[src/rtl/lc3_pkg.sv]
// Shared encodings for the pipelined LC-3 execute stage: ALU ops, address-adder
// base select, e_control field positions and writeback-select codes.
package lc3_pkg;

    typedef enum logic [1:0] {
        ALU_ADD  = 2'b00,
        ALU_AND  = 2'b01,
        ALU_NOT  = 2'b10,
        ALU_PASS = 2'b11
    } alu_op_e;

    typedef enum logic [1:0] {
        PC1_OFF6  = 2'b00,
        PC1_OFF9  = 2'b01,
        PC1_OFF11 = 2'b10,
        PC1_ZERO  = 2'b11
    } pc_sel1_e;

    typedef enum logic [1:0] {
        WB_ALU  = 2'b00,
        WB_PC   = 2'b01,
        WB_MEM  = 2'b10,
        WB_NONE = 2'b11
    } wb_sel_e;

    localparam int EC_ALU_OP_HI  = 5;
    localparam int EC_ALU_OP_LO  = 4;
    localparam int EC_PC_SEL1_HI = 3;
    localparam int EC_PC_SEL1_LO = 2;
    localparam int EC_PC_SEL2    = 1;
    localparam int EC_OP2_SEL    = 0;

    // Writeback select forced onto the output when a bubble passes through.
    localparam logic [1:0] W_CTL_BUBBLE = 2'b00;

endpackage

[src/rtl/lc3_execute_pipe_if.sv]
// Decode-to-execute-to-memory bundle. master = the side that feeds the stage
// (Decode/forwarding logic), slave = the execute stage itself.
interface lc3_execute_pipe_if #(
    parameter int DW = 16
) ();
    logic          enable_execute;
    logic          in_valid;
    logic [15:0]   ir;
    logic [5:0]    e_control;
    logic [1:0]    w_control_in;
    logic          mem_control_in;
    logic [DW-1:0] vsr1;
    logic [DW-1:0] vsr2;
    logic [DW-1:0] npc;
    logic          bypass_alu_1;
    logic          bypass_alu_2;
    logic          bypass_mem_1;
    logic          bypass_mem_2;
    logic [DW-1:0] mem_bypass_val;

    logic [DW-1:0] aluout;
    logic [DW-1:0] pcout;
    logic [DW-1:0] m_data;
    logic [2:0]    dr;
    logic [1:0]    w_control_out;
    logic          mem_control_out;
    logic [2:0]    nzp;
    logic          out_valid;

    modport master (
        output enable_execute, in_valid, ir, e_control, w_control_in, mem_control_in,
               vsr1, vsr2, npc, bypass_alu_1, bypass_alu_2, bypass_mem_1, bypass_mem_2,
               mem_bypass_val,
        input  aluout, pcout, m_data, dr, w_control_out, mem_control_out, nzp, out_valid
    );

    modport slave (
        input  enable_execute, in_valid, ir, e_control, w_control_in, mem_control_in,
               vsr1, vsr2, npc, bypass_alu_1, bypass_alu_2, bypass_mem_1, bypass_mem_2,
               mem_bypass_val,
        output aluout, pcout, m_data, dr, w_control_out, mem_control_out, nzp, out_valid
    );
endinterface

[src/rtl/lc3_alu.sv]
// Combinational LC-3 ALU: ADD / AND / NOT a / PASS a, modulo 2^DW.
module lc3_alu
    import lc3_pkg::*;
#(
    parameter int DW = 16
) (
    input  alu_op_e       op,
    input  logic [DW-1:0] a,
    input  logic [DW-1:0] b,
    output logic [DW-1:0] y
);

    always_comb begin
        y = '0;
        case (op)
            ALU_ADD:  y = a + b;
            ALU_AND:  y = a & b;
            ALU_NOT:  y = ~a;
            ALU_PASS: y = a;
            default:  y = '0;
        endcase
    end

endmodule

[src/rtl/lc3_execute_pipe.sv]
// Registered LC-3 execute stage: operand forwarding, ALU, address adder and a
// single output register with stall, bubble clearing and N/Z/P generation.
module lc3_execute_pipe
    import lc3_pkg::*;
#(
    parameter int DW     = 16,
    parameter int FWD_EN = 1
) (
    input  logic               clock,
    input  logic               reset,
    lc3_execute_pipe_if.slave  bus
);

    localparam bit FWD = (FWD_EN != 0);

    alu_op_e       alu_op;
    pc_sel1_e      pc_sel1;
    logic          pc_sel2;
    logic          op2_sel;

    logic [DW-1:0] fwd1, fwd2, alu_b, alu_y, imm5;
    logic [DW-1:0] addr_opr1, addr_opr2, pc_sum;
    logic [2:0]    nzp_calc;

    logic [DW-1:0] aluout_q, aluout_d;
    logic [DW-1:0] pcout_q, pcout_d;
    logic [DW-1:0] m_data_q, m_data_d;
    logic [2:0]    dr_q, dr_d;
    logic [1:0]    w_control_q, w_control_d;
    logic          mem_control_q, mem_control_d;
    logic [2:0]    nzp_q, nzp_d;
    logic          out_valid_q, out_valid_d;

    logic          unused_ir;

    assign alu_op  = alu_op_e'(bus.e_control[EC_ALU_OP_HI:EC_ALU_OP_LO]);
    assign pc_sel1 = pc_sel1_e'(bus.e_control[EC_PC_SEL1_HI:EC_PC_SEL1_LO]);
    assign pc_sel2 = bus.e_control[EC_PC_SEL2];
    assign op2_sel = bus.e_control[EC_OP2_SEL];

    // The ALU bypass reads the registered aluout, so a stalled result keeps forwarding.
    always_comb begin
        fwd1 = bus.vsr1;
        fwd2 = bus.vsr2;
        if (FWD && bus.bypass_alu_1)      fwd1 = aluout_q;
        else if (FWD && bus.bypass_mem_1) fwd1 = bus.mem_bypass_val;
        if (FWD && bus.bypass_alu_2)      fwd2 = aluout_q;
        else if (FWD && bus.bypass_mem_2) fwd2 = bus.mem_bypass_val;
    end

    assign imm5  = {{(DW-5){bus.ir[4]}}, bus.ir[4:0]};
    assign alu_b = op2_sel ? imm5 : fwd2;

    lc3_alu #(.DW(DW)) u_alu (
        .op (alu_op),
        .a  (fwd1),
        .b  (alu_b),
        .y  (alu_y)
    );

    always_comb begin
        addr_opr1 = '0;
        case (pc_sel1)
            PC1_OFF6:  addr_opr1 = {{(DW-6){bus.ir[5]}},   bus.ir[5:0]};
            PC1_OFF9:  addr_opr1 = {{(DW-9){bus.ir[8]}},   bus.ir[8:0]};
            PC1_OFF11: addr_opr1 = {{(DW-11){bus.ir[10]}}, bus.ir[10:0]};
            PC1_ZERO:  addr_opr1 = '0;
            default:   addr_opr1 = '0;
        endcase
    end

    assign addr_opr2 = pc_sel2 ? fwd1 : bus.npc;
    assign pc_sum    = addr_opr1 + addr_opr2;

    always_comb begin
        nzp_calc = 3'b001;
        if (alu_y[DW-1])       nzp_calc = 3'b100;
        else if (alu_y == '0)  nzp_calc = 3'b010;
    end

    // A bubble only kills the control outputs; datapath registers keep their last value.
    always_comb begin
        aluout_d      = aluout_q;
        pcout_d       = pcout_q;
        m_data_d      = m_data_q;
        dr_d          = dr_q;
        w_control_d   = w_control_q;
        mem_control_d = mem_control_q;
        nzp_d         = nzp_q;
        out_valid_d   = out_valid_q;
        if (bus.enable_execute) begin
            if (bus.in_valid) begin
                aluout_d      = alu_y;
                pcout_d       = pc_sum;
                m_data_d      = fwd2;
                dr_d          = bus.ir[11:9];
                w_control_d   = bus.w_control_in;
                mem_control_d = bus.mem_control_in;
                nzp_d         = nzp_calc;
                out_valid_d   = 1'b1;
            end else begin
                w_control_d   = W_CTL_BUBBLE;
                mem_control_d = 1'b0;
                out_valid_d   = 1'b0;
            end
        end
    end

    always_ff @(posedge clock or negedge reset) begin
        if (!reset) begin
            aluout_q      <= '0;
            pcout_q       <= '0;
            m_data_q      <= '0;
            dr_q          <= '0;
            w_control_q   <= '0;
            mem_control_q <= 1'b0;
            nzp_q         <= '0;
            out_valid_q   <= 1'b0;
        end else begin
            aluout_q      <= aluout_d;
            pcout_q       <= pcout_d;
            m_data_q      <= m_data_d;
            dr_q          <= dr_d;
            w_control_q   <= w_control_d;
            mem_control_q <= mem_control_d;
            nzp_q         <= nzp_d;
            out_valid_q   <= out_valid_d;
        end
    end

    assign bus.aluout          = aluout_q;
    assign bus.pcout           = pcout_q;
    assign bus.m_data          = m_data_q;
    assign bus.dr              = dr_q;
    assign bus.w_control_out   = w_control_q;
    assign bus.mem_control_out = mem_control_q;
    assign bus.nzp             = nzp_q;
    assign bus.out_valid       = out_valid_q;

    // Opcode bits are consumed by Decode; execute only sees their effect via e_control.
    assign unused_ir = ^bus.ir[15:12];

endmodule

[src/flat_wrapper.sv]
// flat-port wrapper written by rule: the top's interface ports become plain ports
module lc3_execute_pipe_flat import lc3_pkg::*;
#(
    parameter int DW     = 16,
    parameter int FWD_EN = 1
)
  (clock, reset, bus_enable_execute, bus_in_valid, bus_ir, bus_e_control, bus_w_control_in, bus_mem_control_in, bus_vsr1, bus_vsr2, bus_npc, bus_bypass_alu_1, bus_bypass_alu_2, bus_bypass_mem_1, bus_bypass_mem_2, bus_mem_bypass_val, bus_aluout, bus_pcout, bus_m_data, bus_dr, bus_w_control_out, bus_mem_control_out, bus_nzp, bus_out_valid);
  lc3_execute_pipe_if #(.DW(DW)) bus_i ();
  input  logic clock;
  input  logic reset;
  input wire logic [$bits(bus_i.enable_execute)-1:0] bus_enable_execute;
  input wire logic [$bits(bus_i.in_valid)-1:0] bus_in_valid;
  input wire logic [$bits(bus_i.ir)-1:0] bus_ir;
  input wire logic [$bits(bus_i.e_control)-1:0] bus_e_control;
  input wire logic [$bits(bus_i.w_control_in)-1:0] bus_w_control_in;
  input wire logic [$bits(bus_i.mem_control_in)-1:0] bus_mem_control_in;
  input wire logic [$bits(bus_i.vsr1)-1:0] bus_vsr1;
  input wire logic [$bits(bus_i.vsr2)-1:0] bus_vsr2;
  input wire logic [$bits(bus_i.npc)-1:0] bus_npc;
  input wire logic [$bits(bus_i.bypass_alu_1)-1:0] bus_bypass_alu_1;
  input wire logic [$bits(bus_i.bypass_alu_2)-1:0] bus_bypass_alu_2;
  input wire logic [$bits(bus_i.bypass_mem_1)-1:0] bus_bypass_mem_1;
  input wire logic [$bits(bus_i.bypass_mem_2)-1:0] bus_bypass_mem_2;
  input wire logic [$bits(bus_i.mem_bypass_val)-1:0] bus_mem_bypass_val;
  output wire logic [$bits(bus_i.aluout)-1:0] bus_aluout;
  output wire logic [$bits(bus_i.pcout)-1:0] bus_pcout;
  output wire logic [$bits(bus_i.m_data)-1:0] bus_m_data;
  output wire logic [$bits(bus_i.dr)-1:0] bus_dr;
  output wire logic [$bits(bus_i.w_control_out)-1:0] bus_w_control_out;
  output wire logic [$bits(bus_i.mem_control_out)-1:0] bus_mem_control_out;
  output wire logic [$bits(bus_i.nzp)-1:0] bus_nzp;
  output wire logic [$bits(bus_i.out_valid)-1:0] bus_out_valid;
  assign bus_i.enable_execute = bus_enable_execute;
  assign bus_i.in_valid = bus_in_valid;
  assign bus_i.ir = bus_ir;
  assign bus_i.e_control = bus_e_control;
  assign bus_i.w_control_in = bus_w_control_in;
  assign bus_i.mem_control_in = bus_mem_control_in;
  assign bus_i.vsr1 = bus_vsr1;
  assign bus_i.vsr2 = bus_vsr2;
  assign bus_i.npc = bus_npc;
  assign bus_i.bypass_alu_1 = bus_bypass_alu_1;
  assign bus_i.bypass_alu_2 = bus_bypass_alu_2;
  assign bus_i.bypass_mem_1 = bus_bypass_mem_1;
  assign bus_i.bypass_mem_2 = bus_bypass_mem_2;
  assign bus_i.mem_bypass_val = bus_mem_bypass_val;
  assign bus_aluout = bus_i.aluout;
  assign bus_pcout = bus_i.pcout;
  assign bus_m_data = bus_i.m_data;
  assign bus_dr = bus_i.dr;
  assign bus_w_control_out = bus_i.w_control_out;
  assign bus_mem_control_out = bus_i.mem_control_out;
  assign bus_nzp = bus_i.nzp;
  assign bus_out_valid = bus_i.out_valid;
  lc3_execute_pipe #(.DW(DW), .FWD_EN(FWD_EN)) u_core (.clock(clock), .reset(reset), .bus(bus_i));
endmodule
[config.mk]
export PLATFORM = sky130hd
export DESIGN_NAME = lc3_execute_pipe_flat
export DESIGN_NICKNAME = d
export VERILOG_FILES = /design/src/rtl/lc3_pkg.sv /design/src/rtl/lc3_execute_pipe_if.sv /design/src/rtl/lc3_alu.sv /design/src/rtl/lc3_execute_pipe.sv /design/src/flat_wrapper.sv
export SDC_FILE = /design/constraint.sdc
export NUM_CORES = 1
export LEC_CHECK = 0
export BUFFER_PORTS_ARGS = -buffer_cell sky130_fd_sc_hd__buf_2
export CORE_ASPECT_RATIO = 0.7
export CORE_MARGIN = 2
export CORE_UTILIZATION = 25
export DETAILED_ROUTE_END_ITERATION = 10
export PLACE_DENSITY = 0.55
export SYNTH_ARGS = -nofsm -noshare
export SYNTH_HDL_FRONTEND = slang
export SYNTH_SLANG_ARGS = --single-unit
[constraint.sdc]
create_clock -name clock -period 3.6 [get_ports clock]
set_input_delay 0.54 -clock clock [delete_from_list [all_inputs] [get_ports clock]]
set_output_delay 0.54 -clock clock [all_outputs]
set_load 0.005 [all_outputs]
* Word-level counts from Yosys, hierarchy flattened
Cells that the tools add are included.
** Operators by class
- Add/sub/neg operators :: 2
- Mux-type cells :: 13
- Reduce and logical (&&, ||, !) cells :: 4
- Bitwise operators :: 2
- Eq/ne operators :: 6
** Operator list (count)
- $pmux 16 s4 :: 2
- $mux 16 :: 6
- $add 16x16->16 :: 2
- $and 16x16->16 :: 1
- $logic_not 16->1 :: 1
- $not 16->16 :: 1
- $eq 2x2->1 const B :: 4
- $eq 2x1->1 const B :: 2
- $logic_not 2->1 :: 2
- $mux 2 :: 2
- $mux 3 :: 1
- $mux 1 :: 2
- $reduce_and 2->1 :: 1
** Storage, ports and cells
- Logic and storage cells :: 35
- Bits in registers :: 58
- Output and inout bits :: 58
- Bits of input ports :: 97

* Logic depth before layout (Yosys ltp)
- Word-level depth :: 8
- Mapped depth :: 16
- Gate-level depth less buffers :: 14

* Hierarchy
A second synthesis with hierarchy kept.
** Second synthesis, totals
- Cells, all modules :: 600
- Area total of the unflattened synthesis :: 4996.0 µm²
** By module, submodules not included
- lc3_execute_pipe :: cells each 425, times used 1, area each 3796.1 µm²
- lc3_alu :: cells each 175, times used 1, area each 1199.9 µm²

* Worst setup path after synthesis
OpenSTA, ideal clock, no wires.
- Path type :: in2reg
- Start point :: input port bus_bypass_mem_2
- End point :: register u_core.nzp_q[0], in the netlist u_core.bus.nzp[0]
- Cell stages on the path :: 16
- Slack :: -0.737 ns
- Buffers on the path :: 2
- Arrival time :: 4.197 ns
- Path through :: clkbuf_1 clkbuf_1 mux2i_1 nor2_1 a21oi_1 o21ai_0 ha_1 fa_1 a21oi_1 o2111ai_1 a31oi_1 xnor2_1 a211o_1 a211oi_1 nor4bb_1 a211oi_2
** Between the ends
- Word-level cells in the longest chain between the ends :: 8
- Elaborated cells between the ends (all ways) :: 9
- Classes of those cells :: 1 x add/sub; 6 x mux; 1 x bitwise; 1 x reduce/logical
** RTL lines
- start, declared :: RTL line flat_wrapper.sv:23 : input wire logic [$bits(bus_i.bypass_mem_2)-1:0] bus_bypass_mem_2;
- $mux 16 (*) :: RTL line lc3_execute_pipe.sv:48 : else if (FWD && bus.bypass_mem_2) fwd2 = bus.mem_bypass_val;
- $mux 16 (*) :: RTL line lc3_execute_pipe.sv:47 : if (FWD && bus.bypass_alu_2) fwd2 = aluout_q;
- $mux 16 (*) :: RTL line lc3_execute_pipe.sv:52 : assign alu_b = op2_sel ? imm5 : fwd2;
- $add 16x16->16 / $and 16x16->16 (equally long branches) :: RTL line lc3_alu.sv:16, lc3_alu.sv:17
- $pmux 16 s4 (*) :: RTL line lc3_alu.sv:15 : case (op)
- $logic_not 16->1 :: RTL line lc3_execute_pipe.sv:78 : else if (alu_y == '0) nzp_calc = 3'b010;
- $mux 2 :: RTL line lc3_execute_pipe.sv:78
- $mux 3 (*) :: RTL line lc3_execute_pipe.sv:77 : if (alu_y[DW-1]) nzp_calc = 3'b100;
- end signal, assigned :: RTL line lc3_execute_pipe.sv:126 : nzp_q <= nzp_d;
- end, declared :: RTL line lc3_execute_pipe.sv:31 : logic [2:0] nzp_q, nzp_d;
Every way passes the cells marked *; elsewhere a longest branch is shown, timed or not.
A chain may end at the register's enable or synchronous reset.

* Final worst setup path
Same ends and word-level chain as after synthesis.

==> flow_summary.yaml <==
outcome:
  status: "completed"
clocking:
  hold_buffers: 0
  clock-root-buffer: "clkbuf_16"
  cts_post_setup_buffers_inserted: 0
  cts.clk_slew.worst_paths_ns: 0.06
  htreeDepth: 3
  cts.sinks: 57
  clock_path_buffers: 2
  cts_buffers: 9
  cts_tree: "done"
  insertion_delay_ns: 0.34
timing:
  finClkSkew_ns: 0.01012
  rsz0062_at_grt: "yes"
  slew_headroom_pct: 31.08
  layout_min_cycle_time_ns: 3.423
  finalMaxSlewViolations: 0
  fmaxAchievable_ghz: 0.2921
  setup_viol: 0
  timing.final.crit_share_pct: 95.08
  hold_violations: 0
  tightest_slew_ns: 1.034
job:
  drv_cap: 0
floorplanning:
  die_area_um2: 21800
  io_pins: 155
  start_util_pct: 25.76
  rows: 43
  die_h_um: 124.1
  core_area_um2: 20010
  die_x_um: 175.6
place:
  post-place-cells: 1146
  port_buffers: 150
  hpwl_mm: 15.09
  routabilityCongestion: 0.8879
logic_synthesis:
  synthTopCellsByArea: "dfrtp_1 28%, o21ai_0 8.7%, nand2_1 8.4%"
  synthMostInstantiatedCell: "nand2_1"
  syn_area_um2: 5155
  ys_seq_area_share_pct: 27.67
  synth_common_cells: "116 x nand2_1, 90 x o21ai_0, 57 x dfrtp_1, 45 x a21oi_1, 43 x nor2_1"
  syn_avg_cell_area_um2: 7.858
  synth_seq_cells: 57
  synth.largest_area_cell: "dfrtp_1"
  async_flop_share_pct: 100.0
  synth_top_area_share_pct: 27.67
  synth_nets: 786
  yosys_warnings: 0
  synth-edff-count: 0
  ys.flop_type: "dfrtp_1"
  yosysUniqueCellTypes: 57
  synth_cells: 656
worst_setup_path:
  critPathKind: "in -> reg"
  slowest_delay_ns: 0.39
  slowest_stage: "nor4bb_2"
  crit_start: "bus_bypass_mem_2"
  worst-path-buf-inv: 1
  worstSetupEndpointType: "register"
  worstPathArrival_ns: 3.63
  cp_top_family: "compound AO/OA/AOI/OAI gates"
  crit_path_max_fanout: 5
  ff2ff_setup_slack_ns: 0.31
  crit_chain: "clkbuf_4 -> mux2i_1 -> nor2_1 -> a21oi_2 -> o21ai_2 -> ha_1 -> a211o_1 -> a211o_1 -> o221ai_1 -> o21ai_1 -> a2111oi_2 -> nand4_1 -> nor4bb_2 -> a211oi_2"
  r2r-start: "u_core.bus.aluout[1]"
  crit_top_cell: "a211o_1"
  cp.required_ns: 3.80
  startpoint_type: "input pin"
pwr:
  power_frac_clock_pct: 27.0
  ir_drop_mv: 0.1904
  p_comb_share_pct: 45.3
  netSwitchingPower_mw: 1.155
  pwr-share-seq_pct: 27.7
  switching_share_pct: 36.59
  power_mw: 3.158
  p_leak_nw: 3.653
  power.density_nw_per_um2: 431.3
  intPower_mw: 2.003
global_routing:
  antenna_found_initial: 1
  grt-ovfl-total: 0
  track_usage_pct: 17.92
  grt_max_degree: 85
  grt_pass1_wl_mm: 30.13
  grt_pass1_vias: 5440
drt:
  drt_iter0_drc: 394
  dr.pass1.iters: 5
  viasPerCell: 4.925
  vias: 5718
  post_drt_wl_per_cell_um: 16.56
  drc: 0
  wl_mm: 19.22
  ant_nets: 0
final_layout:
  layout.cells.non_filler: 1161
  area_delta_synth_final_pct: 42.04
  nFillCells: 2189
  drive_gt1_share_pct: 36.48
  diodes: 0
  final_nets: 1017
hold_path:
  hold_path_class: "in -> async"
## what timing repair did
item,in CTS,in global routing
pin swaps,0,5
endpoints found under the setup margin,3,6
resized for setup,2,21
## power by group through the flow
stage / clock [mW] / combinational [mW] / sequential (mW)
floorplan: 0 / 0.754 / 0.877
global placement: 0 / 1.39 / 0.879
detailed placement: 0 / 1.40 / 0.880
CTS: 0.874 / 1.42 / 0.872
global route: 0.906 / 1.60 / 0.893
finish: 0.853 / 1.43 / 0.874
## routing by layer
metal	share of wire, %	up-vias	global-route usage (%)
met5	0.057	-	0
met4	0.57	2	2.841
met3	7.7	17	4.243
met2	41	221	27.14
met1	50	2651	26.18
li1	-	2827	-
## kinds of logic after synthesis
logic type,count (synthesis),synth area share [%]
simple gates,227,19.76
compound gates,206,24.35
mux,63,12.91
flops,57,27.67
buf+inv,52,3.956
fa+ha+maj,33,8.301
xor+xnor,18,3.058
## path summary, 6_finish.rpt
kind | cells after the start | endpoint
setup / recovery | 14 | u_core.bus.nzp[0]
hold / removal | 1 | u_core.bus.w_control_out[1]
setup reg to reg | 11 | u_core.bus.nzp[0]
hold reg to reg | 2 | u_core.bus.dr[2]
max in group asynchronous | 2 | u_core.bus.m_data[4]
min in group clock | 3 | u_core.bus.dr[2]
## stage by stage
step | hold slack, ns | setup TNS, ns | setup WS [ns] | util [%] | instance area, µm²
2_1_floorplan | 0.2444 | 0 | 0.01791 | - | 5243
3_3_place_gp | 0.4550 | -1.812 | -0.3122 | 34.80 | 6964
3_5_place_dp | 0.4609 | -2.343 | -0.3737 | 34.80 | 6964
4_1_cts | 0.3920 | 0 | 0.02896 | 36.23 | 7251
5_1_grt | 0.4165 | -0.03264 | -0.02218 | 36.58 | 7322
6_report | 0.3816 | 0 | 0.1770 | 36.58 | 7322
## cells in the final DEF (no fill, tap or decap), types with 10 or more instances in the layout
master	instances
o211ai_1	11
mux2i_1	36
mux2_2	24
ha_1	30
a21oi_1	39
nor3_1	10
nand2_1	115
inv_1	12
dfrtp_1	57
a21o_1	10
buf_4	109
and2_1	12
buf_2	148
nor2_1	43
o21ai_0	83
## final cells by class
type | instances | area (µm²) | share of cell area (%)
clock inverter | 4 | 45.04 | 0.6152
tap | 270 | 337.8 | 4.614
timing repair buffer | 260 | 1598 | 21.82
clock buffer | 11 | 232.7 | 3.178
sequential | 57 | 1426 | 19.48
multi-input combinational | 547 | 3637 | 49.68
inverter | 12 | 45.04 | 0.6152
## registers in the layout, indices dropped and copies added, names as in the netlist
| register | flops |
|---|---|
| u_core.bus.nzp | 3 |
| u_core.bus.dr | 3 |
| u_core.bus.out_valid | 1 |
| u_core.bus.mem_control_out | 1 |
| u_core.bus.m_data | 16 |
| u_core.bus.w_control_out | 2 |
| u_core.bus.pcout | 16 |
| u_core.bus.aluout | 15 |
(Power assumes the default switching activity.)
